===== src/rtl/lc_tune_sequencer.sv =====
`default_nettype none
// ============================================================================
// Module   : lc_tune_sequencer
// Brief    : Sweeps every (inductor tap, capacitor code) pair of an LC match,
//            measures each point over req/ack and applies the best one.
// Revision : 1.0 - initial release
// ============================================================================
module lc_tune_sequencer #(
    parameter int CW     = 6,
    parameter int LW     = 2,
    parameter int MW     = 12,
    parameter int SETTLE = 8
) (
    input  logic          clk,
    input  logic          rst_n,
    input  logic          start,
    input  logic          abort,
    output logic [CW-1:0] cap_code,
    output logic [LW-1:0] ind_tap,
    output logic          meas_req,
    input  logic          meas_ack,
    input  logic [MW-1:0] meas_val,
    output logic          busy,
    output logic          done,
    output logic [CW-1:0] best_cap,
    output logic [LW-1:0] best_ind,
    output logic [MW-1:0] best_metric
);

    generate
        if (SETTLE < 1 || SETTLE > 255) begin : g_settle_check
            $error("lc_tune_sequencer: SETTLE must be in 1..255");
        end
    endgenerate

    localparam logic [7:0] c_settle_load = 8'(SETTLE - 1);

    typedef enum logic [1:0] {
        S_IDLE   = 2'd0,
        S_SETTLE = 2'd1,
        S_MEAS   = 2'd2,
        S_DONE   = 2'd3
    } state_t;

    state_t               r_state;
    state_t               w_state_nxt;
    logic [7:0]           r_cnt;
    logic                 r_first;
    logic [CW-1:0]        r_cap;
    logic [LW-1:0]        r_ind;
    logic [CW-1:0]        r_best_cap;
    logic [LW-1:0]        r_best_ind;
    logic [MW-1:0]        r_best_metric;

    logic                 w_last;
    logic                 w_win;
    logic [LW+CW-1:0]     w_pt_next;

    assign w_last    = (&r_cap) && (&r_ind);
    assign w_win     = r_first || (meas_val > r_best_metric);
    // Tap is the outer loop: carry out of the cap code steps the tap.
    assign w_pt_next = {r_ind, r_cap} + {{(LW+CW-1){1'b0}}, 1'b1};

    assign cap_code    = r_cap;
    assign ind_tap     = r_ind;
    assign best_cap    = r_best_cap;
    assign best_ind    = r_best_ind;
    assign best_metric = r_best_metric;

    always_ff @(posedge clk or negedge rst_n) begin
        if (!rst_n) begin
            r_state <= S_IDLE;
        end else begin
            r_state <= w_state_nxt;
        end
    end

    always_comb begin
        w_state_nxt = r_state;
        meas_req    = 1'b0;
        busy        = 1'b0;
        done        = 1'b0;
        case (r_state)
            S_IDLE: begin
                if (start) begin
                    w_state_nxt = S_SETTLE;
                end
            end
            S_SETTLE: begin
                busy = 1'b1;
                if (abort) begin
                    w_state_nxt = S_IDLE;
                end else if (r_cnt == 8'd0) begin
                    w_state_nxt = S_MEAS;
                end
            end
            S_MEAS: begin
                busy     = 1'b1;
                meas_req = 1'b1;
                if (abort) begin
                    w_state_nxt = S_IDLE;
                end else if (meas_ack) begin
                    w_state_nxt = w_last ? S_DONE : S_SETTLE;
                end
            end
            S_DONE: begin
                done        = 1'b1;
                w_state_nxt = S_IDLE;
            end
            default: begin
                w_state_nxt = S_IDLE;
            end
        endcase
    end

    always_ff @(posedge clk or negedge rst_n) begin
        if (!rst_n) begin
            r_cnt         <= 8'd0;
            r_first       <= 1'b0;
            r_cap         <= '0;
            r_ind         <= '0;
            r_best_cap    <= '0;
            r_best_ind    <= '0;
            r_best_metric <= '0;
        end else if (r_state == S_IDLE) begin
            if (start) begin
                r_cnt         <= c_settle_load;
                r_first       <= 1'b1;
                r_cap         <= '0;
                r_ind         <= '0;
                r_best_cap    <= '0;
                r_best_ind    <= '0;
                r_best_metric <= '0;
            end
        end else if (abort) begin
            if (r_first) begin
                r_cap <= '0;
                r_ind <= '0;
            end else begin
                r_cap <= r_best_cap;
                r_ind <= r_best_ind;
            end
        end else if (r_state == S_SETTLE) begin
            if (r_cnt != 8'd0) begin
                r_cnt <= r_cnt - 8'd1;
            end
        end else if (r_state == S_MEAS && meas_ack) begin
            r_first <= 1'b0;
            if (w_win) begin
                r_best_cap    <= r_cap;
                r_best_ind    <= r_ind;
                r_best_metric <= meas_val;
            end
            if (w_last) begin
                // Apply the winner now so it is already on the bank during DONE.
                r_cap <= w_win ? r_cap : r_best_cap;
                r_ind <= w_win ? r_ind : r_best_ind;
            end else begin
                {r_ind, r_cap} <= w_pt_next;
                r_cnt          <= c_settle_load;
            end
        end
    end

endmodule
`default_nettype wire

===== config.mk =====
export PLATFORM = sky130hd
export DESIGN_NAME = lc_tune_sequencer
export DESIGN_NICKNAME = d
export VERILOG_FILES = /design/src/rtl/lc_tune_sequencer.sv
export SDC_FILE = /design/constraint.sdc
export NUM_CORES = 1
export LEC_CHECK = 0
export CORE_MARGIN = 2
export CORE_UTILIZATION = 47
export CTS_CLUSTER_SIZE = 40
export DETAILED_ROUTE_END_ITERATION = 12
export GPL_ROUTABILITY_DRIVEN = 0
export GPL_TIMING_DRIVEN = 0
export PLACE_DENSITY = 0.86
export SETUP_SLACK_MARGIN = 0.1
export SKIP_LAST_GASP = 1
export SLEW_MARGIN = 20
export SYNTH_ARGS = -nofsm -noshare
export SYNTH_HDL_FRONTEND = slang
export SYNTH_SLANG_ARGS = --single-unit

===== constraint.sdc =====
create_clock -name clk -period 2 [get_ports clk]
set_input_delay 0.4 -clock clk [delete_from_list [all_inputs] [get_ports clk]]
set_output_delay 0.4 -clock clk [all_outputs]
set_load 0.01 [all_outputs]

==> out/metrics.cfg <==
[run_status]
status = finished, violations left
failed_checks = negative setup slack

[setup_path]
critPathKind = reg -> reg
path_buf_inv = 3
required_ns = 2.23
start_kind = flip-flop
path_max_fanout = 5
cp_slowest_cell = dfrtp_1
crit_family = compound AO/OA/AOI/OAI gates
crit_chain = inv_1, ha_1, nand4_1, or2_1, a21oi_2, o31ai_4, buf_6, a2111oi_4, buf_4, a22o_1
cp-end-kind = flip-flop
cp.arrival_ns = 2.59
worst_path_largest_cell_delay_ns = 0.35

[placement]
dpl.hpwl_mm = 4.30
dp_cells = 384
place_area_um2 = 3170
place_ws_ns = -0.820
port_buffers = 47

[floorplanning]
rows = 26
core_um2 = 5140
io_pins = 48
start_util = 0.490
die_area_um2 = 5960
die_w_um = 77.2
die_height_um = 77.2

[power_and_ir_drop]
seq_power_share = 0.261
sw_frac_of_total = 0.418
powerDensity_nw_per_um2 = 1190
combPwrFrac = 0.612
vdd_ir_drop_max_mv = 0.804
power.switching_mw = 1.84
fin_total_pwr_mw = 4.40
clockPowerShare = 0.127
p_leak_nw = 1.61
p_int_mw = 2.56

[clock_tree]
tritoncts = built
numCtsBuffers = 5
clk_pin_slew_worst_paths_ns = 0.08
clock_path_buffers = 2
numClockSinks = 39
clockRootBuffer = clkbuf_8
cts_hold_buf = 0
worstSkewPairLatency_ns = 0.30
htreeDepth = 2

[sta]
worst_pin_slew_ns = 0.611
setup_slack_ns = -0.356
fmax_mhz = 424
rsz0062_at_grt = yes
fin_crit_ns = 2.36
finalSetupViolations = 29
slew_violations = 0
finalHoldViolations = 0
max_slew_margin = 0.591
fin_skew_ns = 0.00799
min_period_over_period = 1.18

[job]
cap_violations = 0

[detailed_routing]
ant_nets = 0
route.detailed.drc = 0
drtIter0Drc = 230
routed_wl_mm = 7.51
via_per_inst = 5.95
avgRoutedWirePerCell_um = 17.6
dr.pass1.iters = 5
vias = 2539

[yosys]
ys_ff_latch = 39
synth_compound_area_frac = 0.269
synthTopCellsByCount = dfrtp_1 (39), nand2_1 (24), inv_1 (23), o21ai_0 (23), a22o_1 (22)
synth_xor_area_frac = 0.00696
ys_types = 52
synth_top_family_by_area = compound AO/OA/AOI/OAI gates
ys_seq_area_frac = 0.388
muxShareOfSynthArea = 0.0124
yosysMostFrequentCell = dfrtp_1
yosys_warnings = 0
syn_nets = 303
synth_fa_ha_area_frac = 0.0994
synth.area.top_cells = dfrtp_1 (39%), ha_1 (9.9%), a22o_1 (7.7%), o21ai_0 (4.6%), a21oi_1 (3.6%)
synthArstFlopShare = 1.00
post-synth-top-area-fraction = 0.388
syn_area_per_cell_um2 = 9.46
syn-cell-area_um2 = 2520
synth_largest_area_cell = dfrtp_1
syn_inst = 266
synth-edff-count = 0
ys.flop_type = dfrtp_1
synthSimpleGateAreaFrac = 0.176

[layout]
nets = 394
layout-drive-gt1-share = 0.286
syn_to_final_growth_pct = 46.3
fin_area_um2 = 3680
instances_no_fill = 427
antenna_cells = 0

[global_route]
antenna_found_initial = 0
grt-ovfl-total = 0
grt_pass1_vias = 2492
grt_max_degree = 27
grt_pass1_wl_mm = 11.6
grtUsageTotal = 0.242

[min_path]
min_path_type = in -> async

-- what timing repair did --
item	CTS	global route
cloned	2	0
gates resized for setup	44	25
buffers inserted	26	9
pin swaps	39	12
setup endpoints to repair	38	38
-- flip-flops by register name, indices dropped and copies added, names as in the netlist --
| name | count |
|---|---|
| best_ind | 2 |
| r_first | 1 |
| best_metric | 12 |
| ind_tap | 2 |
| r_state | 2 |
| cap_code | 6 |
| r_cnt | 8 |
| best_cap | 6 |
-- logic make-up after synthesis --
| group | Yosys count |
|---|---|
| AO/OA/AOI/OAI | 89 |
| XOR/XNOR | 2 |
| adder cells (fa/ha/maj) | 20 |
| buffers and inverters | 28 |
| flip-flops | 39 |
| multiplexers | 3 |
| AND/OR/NAND/NOR | 85 |
-- power groups by stage --
stage                     combinational [mW]  sequential (mW)  clock [mW]
after floorplan                         1.27             1.18           0
after global placement                  1.87             1.15           0
after CTS                               2.36             1.13       0.553
final                                   2.69             1.15       0.558
after detailed placement                1.93             1.16           0
after global routing                    2.86             1.17       0.584
-- layer usage --
layer  vias up  GRT usage  share of wire
li1       1169          -              -
met1      1215      0.285           0.40
met2       129      0.431           0.52
met3        26     0.0435          0.055
met4         0      0.104          0.030
met5         -          0              0
-- metrics by stage --
step,hold slack [ns],TNS [ns],utilization
final,0.00281,-7.41,0.717
after global routing,0.0263,-10.02,0.717
after CTS,0.0152,-5.58,0.690
after detailed placement,0.327,-19.42,0.618
after global placement,0.515,-34.73,0.615
after floorplan,0.104,-3.04,-
-- layout by cell type, fill, tap and decap left out, types with 4 or more instances in the layout --
cell / synthesis / final
buf_6: 2 / 8
nand4_1: 6 / 6
ha_1: 20 / 12
clkbuf_8: 0 / 6
o21ai_0: 23 / 11
o21ai_1: 0 / 9
inv_1: 23 / 17
dfrtp_2: 0 / 4
clkdlybuf4s50_1: 0 / 31
a21oi_1: 18 / 17
buf_4: 0 / 30
dfrtp_1: 39 / 35
nor2_1: 17 / 15
nand2_1: 24 / 21
inv_2: 0 / 5
ha_4: 0 / 6
dlygate4sd2_1: 0 / 13
a22o_1: 22 / 22
nor3_2: 1 / 4
nor3_1: 12 / 8
nand3_1: 7 / 4
-- worst paths after layout --
check | from | end | slack (ns) | cells past startpoint
setup / recovery | best_metric[5] | best_cap[3] | -0.36 | 10
setup reg to reg | best_metric[5] | best_cap[3] | -0.36 | 10
max in group asynchronous | rst_n | cap_code[1] | 1.53 | 2
hold / removal | rst_n | r_cnt[1] | 0.003 | 1
min in group clk | meas_val[0] | best_metric[0] | 0.37 | 2
hold reg to reg | r_cnt[5] | r_cnt[5] | 0.54 | 1
-- worst reg2reg max path: cells and delay by family (launching register included) --
family          cells  cell delay [ns]
buf+inv             3             0.41
fa+ha+maj           1             0.32
simple gates        2             0.43
compound gates      4             0.79
flops               1             0.35
-- cell type report --
cell class              count  area [µm²]
plain buffers               5        46.3
fillers                   395        1460
inverters                  23        90.1
flip-flops and latches     39         981
well taps                  70        87.6
clock inverters             1        5.00
repair buffers             84         771
clock buffers               6        82.6
multi-input cells         199        1620
(Power assumes the default switching activity.)
